[config.mk]
export PLATFORM = sky130hd
export DESIGN_NAME = coin_bcd_display_driver
export DESIGN_NICKNAME = d
export VERILOG_FILES = /design/src/rtl/coin_bcd_display_driver.sv
export SDC_FILE = /design/constraint.sdc
export NUM_CORES = 1
export LEC_CHECK = 0
export CORE_MARGIN = 1
export CORE_UTILIZATION = 60
export DETAILED_ROUTE_END_ITERATION = 10
export GPL_TIMING_DRIVEN = 1
export PLACE_DENSITY = 0.85
export SETUP_SLACK_MARGIN = 0.05
export SKIP_CTS_REPAIR_TIMING = 1
export SKIP_LAST_GASP = 1
export SLEW_MARGIN = 0
export SYNTH_ARGS = -nofsm -noshare
export SYNTH_HDL_FRONTEND = slang
export SYNTH_SLANG_ARGS = --single-unit
[constraint.sdc]
create_clock -name clk -period 6.1 [get_ports clk]
set_input_delay 1.22 -clock clk [delete_from_list [all_inputs] [get_ports clk]]
set_output_delay 1.22 -clock clk [all_outputs]
set_load 0.02 [all_outputs]
[src/rtl/coin_bcd_display_driver.sv]
`default_nettype none
// ============================================================================
// Module      : coin_bcd_display_driver
// Description : Binary coin total to 2-digit multiplexed 7-segment display,
//               using a sequential shift-add-3 binary-to-BCD converter.
// Revision    : 1.0 - initial release
// ============================================================================
module coin_bcd_display_driver #(
    parameter int SCAN_DIV = 100_000,
    parameter bit BLANK_LZ = 1'b1
) (
    input  logic       clk,
    input  logic       rst,
    input  logic [7:0] value,
    output logic [3:0] an,
    output logic [7:0] seg,
    output logic [3:0] bcd_tens,
    output logic [3:0] bcd_ones,
    output logic       over_range,
    output logic       busy
);

    localparam int         c_CNT_W   = $clog2(SCAN_DIV);
    localparam logic [7:0] c_SEG_DASH  = 8'b11111101;
    localparam logic [7:0] c_SEG_BLANK = 8'b11111111;
    localparam logic [7:0] c_SEG_ZERO  = 8'b00000011;
    localparam logic [7:0] c_SEG_BAD   = 8'b01100000;

    typedef enum logic [1:0] {
        S_IDLE  = 2'd0,
        S_SHIFT = 2'd1,
        S_DONE  = 2'd2
    } state_t;

    state_t        r_state;
    logic          r_force;
    logic [7:0]    r_shreg;
    logic [7:0]    r_cap_val;
    logic [7:0]    r_last_val;
    logic [11:0]   r_acc;
    logic [2:0]    r_bit_cnt;

    logic [c_CNT_W-1:0] r_scan_cnt;
    logic               r_dsel;

    logic [11:0]   w_adj;
    logic          w_tick;
    logic [3:0]    w_digit;
    logic [7:0]    w_seg_next;

    function automatic logic [7:0] f_encode(input logic [3:0] d);
        case (d)
            4'd0:    f_encode = 8'b00000011;
            4'd1:    f_encode = 8'b10011111;
            4'd2:    f_encode = 8'b00100101;
            4'd3:    f_encode = 8'b00001101;
            4'd4:    f_encode = 8'b10011001;
            4'd5:    f_encode = 8'b01001001;
            4'd6:    f_encode = 8'b01000001;
            4'd7:    f_encode = 8'b00011111;
            4'd8:    f_encode = 8'b00000001;
            4'd9:    f_encode = 8'b00001001;
            default: f_encode = c_SEG_BAD;
        endcase
    endfunction

    // Add-3 correction on each BCD nibble ahead of the shift
    genvar gi;
    generate
        for (gi = 0; gi < 3; gi++) begin : g_adj
            assign w_adj[gi*4 +: 4] = (r_acc[gi*4 +: 4] >= 4'd5) ?
                                      (r_acc[gi*4 +: 4] + 4'd3) :
                                      r_acc[gi*4 +: 4];
        end
    endgenerate

    always_ff @(posedge clk) begin
        if (!rst) begin
            r_state    <= S_IDLE;
            r_force    <= 1'b1;
            r_shreg    <= 8'd0;
            r_cap_val  <= 8'd0;
            r_last_val <= 8'd0;
            r_acc      <= 12'd0;
            r_bit_cnt  <= 3'd0;
            bcd_tens   <= 4'd0;
            bcd_ones   <= 4'd0;
            over_range <= 1'b0;
            busy       <= 1'b0;
        end else begin
            case (r_state)
                S_IDLE: begin
                    if (r_force || (value != r_last_val)) begin
                        r_shreg   <= value;
                        r_cap_val <= value;
                        r_acc     <= 12'd0;
                        r_bit_cnt <= 3'd0;
                        r_force   <= 1'b0;
                        r_state   <= S_SHIFT;
                        busy      <= 1'b1;
                    end
                end
                S_SHIFT: begin
                    {r_acc, r_shreg} <= {w_adj, r_shreg} << 1;
                    r_bit_cnt        <= r_bit_cnt + 3'd1;
                    if (r_bit_cnt == 3'd7) begin
                        r_state <= S_DONE;
                    end
                end
                S_DONE: begin
                    bcd_tens   <= r_acc[7:4];
                    bcd_ones   <= r_acc[3:0];
                    over_range <= (r_acc[11:8] != 4'd0);
                    r_last_val <= r_cap_val;
                    r_state    <= S_IDLE;
                    busy       <= 1'b0;
                end
                default: begin
                    r_state <= S_IDLE;
                    busy    <= 1'b0;
                end
            endcase
        end
    end

    assign w_tick = (r_scan_cnt == c_CNT_W'(SCAN_DIV - 1));

    always_ff @(posedge clk) begin
        if (!rst) begin
            r_scan_cnt <= '0;
            r_dsel     <= 1'b0;
        end else begin
            if (w_tick) begin
                r_scan_cnt <= '0;
                r_dsel     <= ~r_dsel;
            end else begin
                r_scan_cnt <= r_scan_cnt + 1'b1;
            end
        end
    end

    assign an      = r_dsel ? 4'b1101 : 4'b1110;
    assign w_digit = r_dsel ? bcd_tens : bcd_ones;

    always_comb begin
        w_seg_next = f_encode(w_digit);
        if (over_range) begin
            w_seg_next = c_SEG_DASH;
        end else if (r_dsel && (bcd_tens == 4'd0) && BLANK_LZ) begin
            w_seg_next = c_SEG_BLANK;
        end
    end

    // Segments lag the anode select by one cycle
    always_ff @(posedge clk) begin
        if (!rst) begin
            seg <= c_SEG_ZERO;
        end else begin
            seg <= w_seg_next;
        end
    end

endmodule
`default_nettype wire

Yosys cells after proc, flatten, opt, wreduce, memory -nomap -nowiden
Memory sizes are Yosys's and may differ from the RTL's.
Index checks and enable logic that the tools add are counted.
Storage, ports and cells
  bits of input ports: 10
  bits in writable memories: 0
  flip-flop bits (word level): 78
  memories kept: 1
  latch bits: 0
  output and inout bits: 22
  word-level logic and storage cells: 64
  memory bits (read-only): 128
Memory list
  (no name shown): words 16, bits a word 8, read ports 1, clocked after memory_dff 0, write ports 0, line 52  | case (d)
Operators by class
  magnitude comparators: 3
  shift operators: 0
  multiplexer cells: 18
  $add $sub $neg: 5
  bitwise logic cells: 3
  divide/modulo/power cells: 0
  equal/unequal tests: 7
  multiply operators: 0
  reductions and logical operators: 12
Operator list (count)
  $mux W8: 3
  $pmux W12 S2: 1
  $add A17 B1 Y17 const B: 1
  $eq A17 B17 Y1 const B: 1
  $pmux W8 S2: 1
  $ge A4 B3 Y1 const B: 3
  $mux W12: 1
  $mux W4: 3
  $add A4 B2 Y4 const B: 2
  $ne A8 B8 Y1: 1
  $reduce_and A2 Y1: 4
  $mux W2: 3
  $mux W3: 2
  $pmux W3 S2: 1
  $logic_not A4 Y1: 1
  $ne A2 B2 Y1 const B: 2
  $pmux W2 S2: 1
  $reduce_bool A4 Y1: 1
  $add A3 B1 Y3 const B: 1
  $add A3 B2 Y3 const B: 1
  $eq A3 B3 Y1 const B: 1
  $not A1 Y1: 3
  $reduce_or A3 Y1: 1
  $eq A2 B1 Y1 const B: 1
  8 further kinds: 8

Longest topological paths before layout
Gate-level depths: netlist of the first run.
  depth in word-level cells: 4
  mapped depth: 7
  mapped depth without buffers: 6

Worst setup path after synthesis of the first run
No wires, ideal clock.
  path type: input to register
  start point: in value[4]
  end point: reg r_shreg[5]
  path buffers: 1
  path slack: 3271 ps
  data arrival time: 2710 ps
  setup time: 119 ps
  required time: 5981 ps
  cell stages on the path: 5
  cells stage by stage: xor2_1 -> or4_4 -> o41a_1 -> buf_6 -> o221a_1
Between the ends
  cells in the longest elaborated chain, start to end: 4
Ends and longest elaborated chain
  from (decl): line 14  | input logic [7:0] value,
  $ne A8 B8 Y1: line 93  | if (r_force || (value != r_last_val)) begin
  $logic_or A1 B1 Y1: line 93
  $ne A2 B2 Y1 (no source line)
  $reduce_and A2 Y1 (no source line)
  to (signal assigned): line 94  | r_shreg <= value;
  to (signal assigned): line 104  | {r_acc, r_shreg} <= {w_adj, r_shreg} << 1;
  to (decl): line 37  | logic [7:0] r_shreg;
No other way between the ends.
A chain may end at the register's enable or synchronous reset.

==> summary.txt, run 1 <==
Logic synthesis
  • Post-Syn Instances: 401
  • Netlist area before placement: 3541 µm²
  • Count of flip-flops with a built-in enable after synthesis: 0
  • Sequential element share of the synthesized area: 44.10%
  • Top area cells in the synthesized netlist: sky130_fd_sc_hd__dfxtp_1 44%, sky130_fd_sc_hd__nand2_1 6.8%, sky130_fd_sc_hd__ha_1 5.3%
  • Register bit count reported by yosys: 78
  • Number of distinct standard cells referenced by the synthesized netlist: 43
  • Synth top area share: 44.10%
  • Dominant synthesized flop cell: sky130_fd_sc_hd__dfxtp_1
  • Per-instance average area after synthesis: 8.830 µm²
  • Dominant cell type by area after synthesis: sky130_fd_sc_hd__dfxtp_1
  • Total number of yosys warnings: 0
  • Share of flip-flops with an asynchronous set or reset: 0%

Status
  • Outcome: completed

Timing
  • Final Setup Violations: 0
  • Worst path setup slack after routing: 2.747 ns
  • Slew at the pin with the worst max-slew slack: 1.079 ns
  • Top achievable clock speed: 0.2982 GHz
  • Time the final worst path needs with I/O delays and setup: 3.353 ns
  • Setup repair after global routing missed its margin: false
  • Aggregate negative setup slack: 0 ns
  • Period Utilization, post-route: 54.97%
  • Max Slew Vio Count: 0
  • Worst slew slack as a fraction of its limit: 27.60%
  • Layout Skew: 0.01113 ns
  • Final number of hold-violating endpoints: 0

Worst setup path
  • Worst setup EP type: flip-flop
  • Data arrival time at the worst-slack endpoint: 3.61 ns
  • Critical setup path kind: input port to flip-flop
  • Category of the worst setup path launch point: input port
  • Required time of the critical path: 6.36 ns
  • Crit Path Max Fanout: 52

Final layout
  • Post-route cell area: 4024 µm²
  • Number of fillers in the final layout: 453
  • Multi-input gate area in the final layout: 1809 µm²
  • Final design utilization: 71.75%
  • Layout cell share with drive strength beyond 1: 7.981%
  • Layout overhead on the synthesized area: 13.64%
  • Final antenna diode count: 0
  • Area taken by flip-flops and latches: 1562 µm²
  • Layout Nets: 446
  • Final cell count without fillers: 498
  • Highest-count cells in the layout ignoring fill and taps: 78 x sky130_fd_sc_hd__dfxtp_1, 64 x sky130_fd_sc_hd__nand2_1, 35 x sky130_fd_sc_hd__a21oi_1
  • Most common cell after layout, fill and taps aside: sky130_fd_sc_hd__dfxtp_1

GRT
  • Number of global-route vias before repair: 2679
  • GRT Util Overall: 25.33%
  • Maximum number of pins on one net before global-route repair: 53
  • Remaining global-route overflow: 0
  • Wire length of the first global-routing pass: 12.30 mm
  • Initial antenna violation count: 0

Die
  • Chip width: 78.82 µm
  • Overall die area: 6213 µm²
  • Placeable Area: 5608 µm²
  • Initial standard-cell utilization of the core: 63.14%
  • Die Span Y: 78.82 µm
  • Count of boundary I/O pins: 32
  • Rows: 27

Route
  • Post-DR vias/cell: 5.819
  • Pre-Repair DR Iteration Count: 5
  • Mean routed wirelength per cell: 14.48 µm
  • Drc violations: 0
  • Drt first-iter violations: 167
  • Via count: 2898
  • Wire length reported by the detailed router: 7.209 mm
  • Post-detailed-route count of antenna-violating nets: 0

Clocking
  • Number of buffers added by the clock tree synthesis step: 9
  • Insertion delay to the later sink of the worst-skew pair: 0.35 ns
  • Number of clock sinks: 78
  • Clock buffer depth: 2
  • TritonCTS clock tree: done
  • H-tree depth: 3
  • CTS clock-pin slew for the worst setup and hold paths: 0.08 ns
  • Clock Root Buffer: sky130_fd_sc_hd__clkbuf_8

Placement
  • Global placement routability congestion: 0.8241
  • Placement Setup Slack: 2.333 ns
  • Post-Place Cells: 482
  • DPL Wire Length: 4.806 mm
  • Cell Area, Placed: 3822 µm²
  • Port Buffers: 29

Job
  • Count of max-cap constraint violations: 0

Power and ir drop
  • Leak: 1.436 nW
  • Worst vdd ir: 162.0 µV
  • PwrDens: 244.4 nW/µm²

Min path
  • Class of the most critical hold timing path: flip-flop to flip-flop
power breakdown:
part | internal (mW) | switching [mW]
clock | 0.211 | 0.181
sequential | 0.522 | 0.00847
combinational | 0.0247 | 0.0357
total | 0.758 | 0.226
metrics by stage:
stage / hold WS [ns] / power, mW
final: 0.4574 / 0.9834
after global routing: 0.4833 / 1.012
after CTS: 0.4624 / 0.9845
after detailed placement: 0.4514 / 0.6020
after global placement: 0.4391 / 0.5998
after floorplan: 0.4293 / 0.5851
kinds of logic after synthesis:
logic type / count (synthesis) / share of synthesized area, %
other cells: 1 / 0.1059
flops: 78 / 44.10
mux: 17 / 5.053
fa+ha+maj: 15 / 5.300
xor+xnor: 24 / 5.936
buf+inv: 37 / 4.911
simple gates: 145 / 19.54
compound gates: 84 / 15.05
path summary, 6_finish.rpt:
kind	start	endpoint	slack, ns	cells after the start
min	r_cap_val[7]$_SDFFE_PN0P_	r_last_val[7]$_SDFFE_PN0N_	0.46	2
max	rst	r_acc[7]$_SDFFE_PN0P_	2.75	5
max reg2reg	r_scan_cnt[0]$_SDFF_PP0_	r_scan_cnt[14]$_SDFF_PP0_	3.84	5
min reg2reg	r_cap_val[7]$_SDFFE_PN0P_	r_last_val[7]$_SDFFE_PN0N_	0.46	2
metal layers:
metal / vias up / track usage [%] / share of wire (%)
li1: 1440 / - / -
met1: 1377 / 31.80 / 45
met2: 67 / 41.30 / 48
met3: 14 / 4.598 / 4.2
met4: 0 / 13.64 / 2.2
met5: - / 0 / 0
sequential cells by signal, summed over array words and instances, names as in the netlist:
| register | flops |
|---|---|
| r_acc | 12 |
| busy | 1 |
| r_shreg | 8 |
| seg | 8 |
| r_cap_val | 8 |
| r_state | 2 |
| r_dsel | 1 |
| r_bit_cnt | 3 |
| bcd_tens | 4 |
| bcd_ones | 4 |
| r_force | 1 |
| r_scan_cnt | 17 |
| over_range | 1 |
| r_last_val | 8 |
cell usage after synthesis (all sizes together) (7+ instances only):
| library cell | n |
|---|---|
| o22ai | 9 |
| o221a | 7 |
| o21ai | 15 |
| nor2 | 24 |
| xor2 | 11 |
| mux2 | 7 |
| nand3 | 19 |
| buf | 8 |
| inv | 13 |
| mux2i | 10 |
| nand4 | 8 |
| dfxtp | 78 |
| nand2 | 64 |
| xnor2 | 13 |
| o21a | 9 |
| ha | 15 |
| a21oi | 35 |
| clkbuf | 16 |
critical path, stage by stage:
cell                              delay, ns
sky130_fd_sc_hd__clkdlybuf4s50_1       0.45
sky130_fd_sc_hd__buf_4                 0.43
sky130_fd_sc_hd__inv_1                 0.55
sky130_fd_sc_hd__or4b_2                0.76
sky130_fd_sc_hd__o221ai_1              0.19
layout make-up:
| cell class | count | area share, % |
|---|---|---|
| tap | 72 | 2.239 |
| multi-input combinational | 287 | 44.96 |
| sequential | 78 | 38.81 |
| timing repair buffer | 32 | 7.774 |
| clock buffer | 13 | 3.949 |
| clock inverter | 3 | 1.057 |
| inverter | 13 | 1.213 |
Note: power is estimated with default switching activity, not from simulation.
==> inputs of run 2 (changes only) <==
--- a/config.mk
+++ b/config.mk
@@ -6,10 +6,10 @@
 export NUM_CORES = 1
 export LEC_CHECK = 0
 export CORE_MARGIN = 1
-export CORE_UTILIZATION = 60
+export CORE_UTILIZATION = 51
 export DETAILED_ROUTE_END_ITERATION = 10
 export GPL_TIMING_DRIVEN = 1
-export PLACE_DENSITY = 0.85
+export PLACE_DENSITY = 0.77
 export SETUP_SLACK_MARGIN = 0.05
 export SKIP_CTS_REPAIR_TIMING = 1
 export SKIP_LAST_GASP = 1
==> constraint.sdc (replaced) <==
create_clock -name clk -period 2.73 [get_ports clk]
set_input_delay 0.546 -clock clk [delete_from_list [all_inputs] [get_ports clk]]
set_output_delay 0.546 -clock clk [all_outputs]
set_load 0.02 [all_outputs]
==> run 2 against run 1 <==
Cell area up 1.5%. Global-route usage down 3.7 points. Highest routed layer unchanged. Sequential share of layout area down 0.57 points.
==> summary.txt, run 2 (synthesis gave the netlist of run 1 again) <==
Status
  • Outcome: completed (unchanged)

Final layout
  • Most common cell after layout, fill and taps aside: sky130_fd_sc_hd__dfxtp_1 (unchanged)
  • Layout cell share with drive strength beyond 1: 9.491% (was 7.981%)
  • Number of fillers in the final layout: 588 (was 453)
  • Largest registers: r_scan_cnt: 17 flops, r_acc: 12 flops (unchanged)
  • Max FFs per register: 17 (unchanged)
  • Highest-count cells in the layout ignoring fill and taps: 78 x sky130_fd_sc_hd__dfxtp_1, 64 x sky130_fd_sc_hd__nand2_1, 35 x sky130_fd_sc_hd__a21oi_1 (unchanged)
  • Layout Nets: 453 (was 446)
  • Layout overhead on the synthesized area: 15.34% (was 13.64%)
  • Top register by number of flip-flops: r_scan_cnt (unchanged)
  • Final antenna diode count: 0 (unchanged)

Clocking
  • Clock Root Buffer: sky130_fd_sc_hd__clkbuf_8 (unchanged)
  • CTS clock-pin slew for the worst setup and hold paths: 0.08 ns (about the same)
  • H-tree depth: 3 (unchanged)
  • Number of clock sinks: 78 (unchanged)
  • Clock buffer depth: 2 (unchanged)
  • TritonCTS clock tree: done (unchanged)
  • Number of buffers added by the clock tree synthesis step: 9 (unchanged)
  • Insertion delay to the later sink of the worst-skew pair: 0.35 ns (about the same)

Power and ir drop
  • Sequential share of power: 53.8% (was 53.9%)
  • PwrDens: 539.5 nW/µm² (was 244.4 nW/µm²)
  • Switch Pwr: 507.6 µW (was 225.7 µW)
  • Internal power summed over all cells: 1.696 mW (was 757.7 µW)
  • Power share of the clock group: 39.8% (was 39.9%)
  • Power, Total: 2.203 mW (was 983.4 µW)
  • Worst vdd ir: 362.7 µV (was 162.0 µV)
  • Fraction of power spent switching nets: 23.04% (was 22.95%)
  • Combinational Power Share: 6.5% (was 6.1%)
  • Leak: 1.471 nW (was 1.436 nW)

Worst setup path
  • Required time of the critical path: 2.97 ns (was 6.36 ns)
  • Worst setup EP type: flip-flop (unchanged)
  • Critical setup path kind: input port to flip-flop (unchanged)
  • Data arrival time at the worst-slack endpoint: 2.53 ns (was 3.61 ns)
  • FF-to-FF setup slack: 0.51 ns (was 3.84 ns)
  • Crit Path Max Fanout: 15 (was 52)
  • Category of the worst setup path launch point: input port (unchanged)

Route
  • Post-detailed-route count of antenna-violating nets: 0 (unchanged)
  • Pre-Repair DR Iteration Count: 4 (was 5)
  • Wire length reported by the detailed router: 7.417 mm (was 7.209 mm)
  • Post-DR vias/cell: 5.564 (was 5.819)
  • Via count: 2849 (was 2898)
  • Drc violations: 0 (unchanged)
  • Drt first-iter violations: 131 (was 167)
  • Mean routed wirelength per cell: 14.49 µm (was 14.48 µm)

Die
  • Placeable Area: 6756 µm² (was 5608 µm²)
  • Overall die area: 7280 µm² (was 6213 µm²)
  • Die Span Y: 85.33 µm (was 78.82 µm)
  • Count of boundary I/O pins: 32 (unchanged)
  • Initial standard-cell utilization of the core: 52.41% (was 63.14%)
  • Rows: 30 (was 27)
  • Chip width: 85.33 µm (was 78.82 µm)

GRT
  • Maximum number of pins on one net before global-route repair: 52 (was 53)
  • Wire length of the first global-routing pass: 12.43 mm (was 12.30 mm)
  • Number of global-route vias before repair: 2679 (unchanged)
  • Remaining global-route overflow: 0 (unchanged)
  • Initial antenna violation count: 0 (unchanged)
  • GRT Util Overall: 21.61% (was 25.33%)

Timing
  • Top achievable clock speed: 0.4353 GHz
  • Final number of hold-violating endpoints: 0 (unchanged)
  • Final Setup Violations: 0 (unchanged)
  • Aggregate negative setup slack: 0 ns (unchanged)
  • Time the final worst path needs with I/O delays and setup: 2.298 ns
  • Max Slew Vio Count: 0 (unchanged)
  • Layout Skew: 0.01298 ns (was 0.01113 ns)
  • Setup repair after global routing missed its margin: false (unchanged)
  • Period Utilization, post-route: 84.16%
  • Worst slew slack as a fraction of its limit: 30.00% (was 27.60%)
  • Slew at the pin with the worst max-slew slack: 1.043 ns (was 1.079 ns)

Job
  • Count of max-cap constraint violations: 0 (unchanged)

Placement
  • DPL Wire Length: 5.045 mm (was 4.806 mm)
  • Global placement routability congestion: 0.8011 (was 0.8241)
  • Port Buffers: 29 (unchanged)

Min path
  • Class of the most critical hold timing path: flip-flop to flip-flop (unchanged)
==> run 2: through the flow <==
step                setup WS [ns]  std cells  utilization (%)  instance area, µm²  hold slack (ns)
global placement           0.1035        497            57.50                3885           0.4373
finish                     0.4325        512            60.44                4084           0.4374
CTS                        0.4413        512            60.44                4084           0.4429
floorplan                  0.5752        402                -                3545           0.4293
global route               0.3326        512            60.44                4084           0.4601
detailed placement        0.08426        497            57.50                3885           0.4449
==> run 2: area by class of cell <==
type	count	area [µm²]	share of cell area (%)
multi-input combinational	287	1809	44.30
sequential	78	1562	38.24
timing repair buffer	39	365.4	8.946
clock buffer	12	155.1	3.799
tap	80	100.1	2.451
inverter	13	48.80	1.195
clock inverter	3	43.79	1.072
==> run 2: worst paths after layout <==
| path | endpoint | depth (start not counted) | startpoint |
|---|---|---|---|
| setup / recovery | r_shreg[2]$_SDFFE_PN0P_ | 6 | value[4] |
| hold / removal | r_last_val[0]$_SDFFE_PN0N_ | 2 | r_cap_val[0]$_SDFFE_PN0P_ |
| setup reg to reg | r_scan_cnt[11]$_SDFF_PP0_ | 5 | r_scan_cnt[0]$_SDFF_PP0_ |
| hold reg to reg | r_last_val[0]$_SDFFE_PN0N_ | 2 | r_cap_val[0]$_SDFFE_PN0P_ |
==> run 2: worst max-delay path, stage by stage <==
cell and delay [ns]:
sky130_fd_sc_hd__clkdlybuf4s50_1 0.44, sky130_fd_sc_hd__xor2_1 0.15, sky130_fd_sc_hd__or4_4 0.53, sky130_fd_sc_hd__o41a_1 0.41
sky130_fd_sc_hd__buf_4 0.19, sky130_fd_sc_hd__o221a_2 0.25
==> run 2: power groups by stage <==
stage	Clock [mW]	Sequential [mW]	Combinational [mW]
2_1_floorplan	0	1.21	0.100
3_5_place_dp	0	1.21	0.143
5_1_grt	0.940	1.19	0.158
4_1_cts	0.891	1.18	0.144
6_report	0.876	1.18	0.143
3_3_place_gp	0	1.21	0.139
==> run 2: per-layer routing <==
layer	vias to the layer above	routed length, µm	GRT usage [%]	share of wire (%)
met5	-	0	0	0
met4	0	138	8.333	1.9
met3	9	330	4.280	4.4
met2	56	3574	36.73	48
met1	1338	3374	27.11	45
li1	1446	-	-	-
==> inputs of run 3 (changes only) <==
==> constraint.sdc (replaced) <==
create_clock -name clk -period 2 [get_ports clk]
set_input_delay 0.4 -clock clk [delete_from_list [all_inputs] [get_ports clk]]
set_output_delay 0.4 -clock clk [all_outputs]
set_load 0.02 [all_outputs]
==> run 3 against run 2 <==
The run now ends with negative setup slack left. First-iteration DRC count up 53%. Combinational power rose by 67%. Cell area grew 6.7%. Core utilization rose by 4.0 points. Non-clock buffer count up 21. Via count rose by 6.9%. Sequential share of layout area down 2.3 points. Sequential power grew 37%. Cell count rose by 4.3%. Clock skew down 0.0038 ns. Hold slack gained 0.018 ns. Global-route usage up 0.87 points. Critical endpoint is now r_acc[6]$_SDFFE_PN0P_.
==> summary.txt, run 3 (synthesis gave the netlist of run 1 again) <==
Final layout
  • Highest-count cells in the layout ignoring fill and taps: 76 x sky130_fd_sc_hd__dfxtp_1, 64 x sky130_fd_sc_hd__nand2_1, 35 x sky130_fd_sc_hd__a21oi_1 (was 78 x sky130_fd_sc_hd__dfxtp_1, 64 x sky130_fd_sc_hd__nand2_1, 35 x sky130_fd_sc_hd__a21oi_1)
  • Most common cell after layout, fill and taps aside: sky130_fd_sc_hd__dfxtp_1 (unchanged)
  • Layout overhead on the synthesized area: 23.04% (was 15.34%)
  • Layout cell share with drive strength beyond 1: 14.98% (was 9.491%)
  • Final antenna diode count: 0 (unchanged)
  • Max FFs per register: 17 (unchanged)
  • Post-route cell area: 4357 µm² (was 4084 µm²)
  • Layout Nets: 474 (was 453)
  • Largest registers: r_scan_cnt: 17 flops, r_acc: 12 flops (unchanged)
  • Final cell count without fillers: 534 (was 512)
  • Number of fillers in the final layout: 548 (was 588)
  • Final design utilization: 64.48% (was 60.44%)
  • Top register by number of flip-flops: r_scan_cnt (unchanged)

Clocking
  • CTS clock-pin slew for the worst setup and hold paths: 0.08 ns (about the same)
  • Clock Root Buffer: sky130_fd_sc_hd__clkbuf_8 (unchanged)
  • Clock buffer depth: 2 (unchanged)
  • Number of clock sinks: 78 (unchanged)
  • TritonCTS clock tree: done (unchanged)
  • H-tree depth: 3 (unchanged)
  • Insertion delay to the later sink of the worst-skew pair: 0.35 ns (about the same)
  • Number of buffers added by the clock tree synthesis step: 9 (unchanged)

GRT
  • Initial antenna violation count: 0 (unchanged)
  • Remaining global-route overflow: 0 (unchanged)
  • GRT Util Overall: 22.48% (was 21.61%)
  • Maximum number of pins on one net before global-route repair: 52 (unchanged)
  • Number of global-route vias before repair: 2870 (was 2679)
  • Wire length of the first global-routing pass: 12.92 mm (was 12.43 mm)

Worst setup path
  • Category of the worst setup path launch point: flip-flop (was input port)
  • Crit Path Max Fanout: 7 (was 15)
  • Data arrival time at the worst-slack endpoint: 2.30 ns (was 2.53 ns)
  • Delay of the slowest cell on the worst path: 0.53 ns (about the same)
  • Number of buffers and inverters on the critical path: 3 (was 2)
  • Worst setup EP type: flip-flop (unchanged)
  • Cell-by-cell listing of the critical path: xor2_1, or4_4, o41a_1, buf_6, buf_4, buf_4, o22ai_1 (was clkdlybuf4s50_1, xor2_1, or4_4, o41a_1, buf_4, o221a_2)
  • Worst path top cell family by delay: simple AND/OR/NAND/NOR gates (was compound AO/OA/AOI/OAI gates)
  • Slowest stage cell, crit path: sky130_fd_sc_hd__or4_4 (unchanged)
  • Critical setup path kind: flip-flop to flip-flop (was input port to flip-flop)
  • Most numerous cell on the critical path: sky130_fd_sc_hd__buf_4
  • Required time of the critical path: 2.28 ns (was 2.97 ns)

Route
  • Wire length reported by the detailed router: 8.103 mm (was 7.417 mm)
  • Pre-Repair DR Iteration Count: 4 (unchanged)
  • Post-detailed-route count of antenna-violating nets: 0 (unchanged)
  • Post-DR vias/cell: 5.702 (was 5.564)
  • Drt first-iter violations: 201 (was 131)
  • Mean routed wirelength per cell: 15.17 µm (was 14.49 µm)
  • Via count: 3045 (was 2849)
  • Drc violations: 0 (unchanged)

Timing
  • Setup repair after global routing missed its margin: true (was false)
  • Period Utilization, post-route: 100.6%
  • Hold_ws: 0.4550 ns (was 0.4374 ns)
  • Final number of hold-violating endpoints: 0 (unchanged)
  • Worst path setup slack after routing: -0.01265 ns (was 0.4325 ns)
  • Layout Skew: 0.009217 ns (was 0.01298 ns)
  • Final Setup Violations: 5 (was 0)
  • Aggregate negative setup slack: -0.03855 ns (was 0 ns)
  • Time the final worst path needs with I/O delays and setup: 2.013 ns
  • Max Slew Vio Count: 0 (unchanged)
  • Top achievable clock speed: 0.4969 GHz
  • Worst slew slack as a fraction of its limit: 48.72% (was 30.00%)
  • Slew at the pin with the worst max-slew slack: 0.7692 ns (was 1.043 ns)

Placement
  • Post-Place Cells: 512 (was 497)
  • Port Buffers: 29 (unchanged)
  • Cell Area, Placed: 3998 µm² (was 3885 µm²)
  • Global placement routability congestion: 0.7830 (was 0.8011)
  • Placement Setup Slack: -0.3964 ns (was 0.08426 ns)
  • DPL Wire Length: 5.286 mm (was 5.045 mm)

Die
  • Overall die area: 7280 µm² (unchanged)
  • Initial standard-cell utilization of the core: 52.41% (unchanged)
  • Die Span Y: 85.33 µm (unchanged)
  • Placeable Area: 6756 µm² (unchanged)
  • Rows: 30 (unchanged)
  • Count of boundary I/O pins: 32 (unchanged)
  • Chip width: 85.33 µm (unchanged)

Status
  • Outcome: finished with violations (was completed)
  • Violations in the final reports: negative setup slack

Min path
  • Class of the most critical hold timing path: flip-flop to flip-flop (unchanged)

Power and ir drop
  • Leak: 1.643 nW (was 1.471 nW)
  • Worst vdd ir: 705.9 µV (was 362.7 µV)
  • Power, Total: 3.179 mW (was 2.203 mW)
  • PwrDens: 729.7 nW/µm² (was 539.5 nW/µm²)

Job
  • Count of max-cap constraint violations: 0 (unchanged)
-- run 3: cell count changes in the layout (fill, tap and decap cells not counted), moves of 2 or more --
cell	change
sky130_fd_sc_hd__dlymetal6s2s_1	+3
sky130_fd_sc_hd__o221a_4	+4
sky130_fd_sc_hd__dfxtp_1	-2
sky130_fd_sc_hd__buf_6	+3
sky130_fd_sc_hd__o221a_2	-4
sky130_fd_sc_hd__clkdlybuf4s50_1	-3
sky130_fd_sc_hd__buf_4	+18
sky130_fd_sc_hd__dfxtp_2	+2
-- run 3: where the power goes --
part	switching, mW	internal, mW	leakage, nW
clock	0.581	0.740	0.110
sequential	0.0288	1.59	0.635
combinational	0.128	0.111	0.898
total	0.737	2.44	1.64
-- run 3: layer usage --
| layer | GRT usage [%] | up-vias | routed length [µm] |
|---|---|---|---|
| met5 | 0 | - | 0 |
| met4 | 11.21 | 0 | 161 |
| met3 | 5.934 | 13 | 364 |
| met2 | 36.66 | 81 | 3976 |
| met1 | 27.54 | 1469 | 3600 |
| li1 | - | 1482 | - |
-- run 3: final timing paths --
| path | cells after the start | start | endpoint | slack (ns) |
|---|---|---|---|---|
| worst max-delay path | 7 | r_last_val[4]$_SDFFE_PN0N_ | r_acc[6]$_SDFFE_PN0P_ | -0.01 |
| worst min-delay path | 2 | r_cap_val[7]$_SDFFE_PN0P_ | r_last_val[7]$_SDFFE_PN0N_ | 0.45 |
| worst max register to register | 7 | r_last_val[4]$_SDFFE_PN0N_ | r_acc[6]$_SDFFE_PN0P_ | -0.01 |
| worst min register to register | 2 | r_cap_val[7]$_SDFFE_PN0P_ | r_last_val[7]$_SDFFE_PN0N_ | 0.45 |
-- run 3: worst min-delay path, stage by stage, from the launching register on --
cell and delay (ns):
sky130_fd_sc_hd__dfxtp_1 0.32, sky130_fd_sc_hd__nand2_1 0.05, sky130_fd_sc_hd__a21oi_1 0.05
-- run 3: final cells by class --
class	count	area, µm²	share of cell area [%]
Inverter	13	48.80	1.120
Tap cell	80	100.1	2.298
Multi-Input combinational cell	287	1879	43.14
Clock inverter	5	81.33	1.867
Sequential cell	78	1564	35.90
Clock buffer	11	141.4	3.245
Timing Repair Buffer	60	541.8	12.44
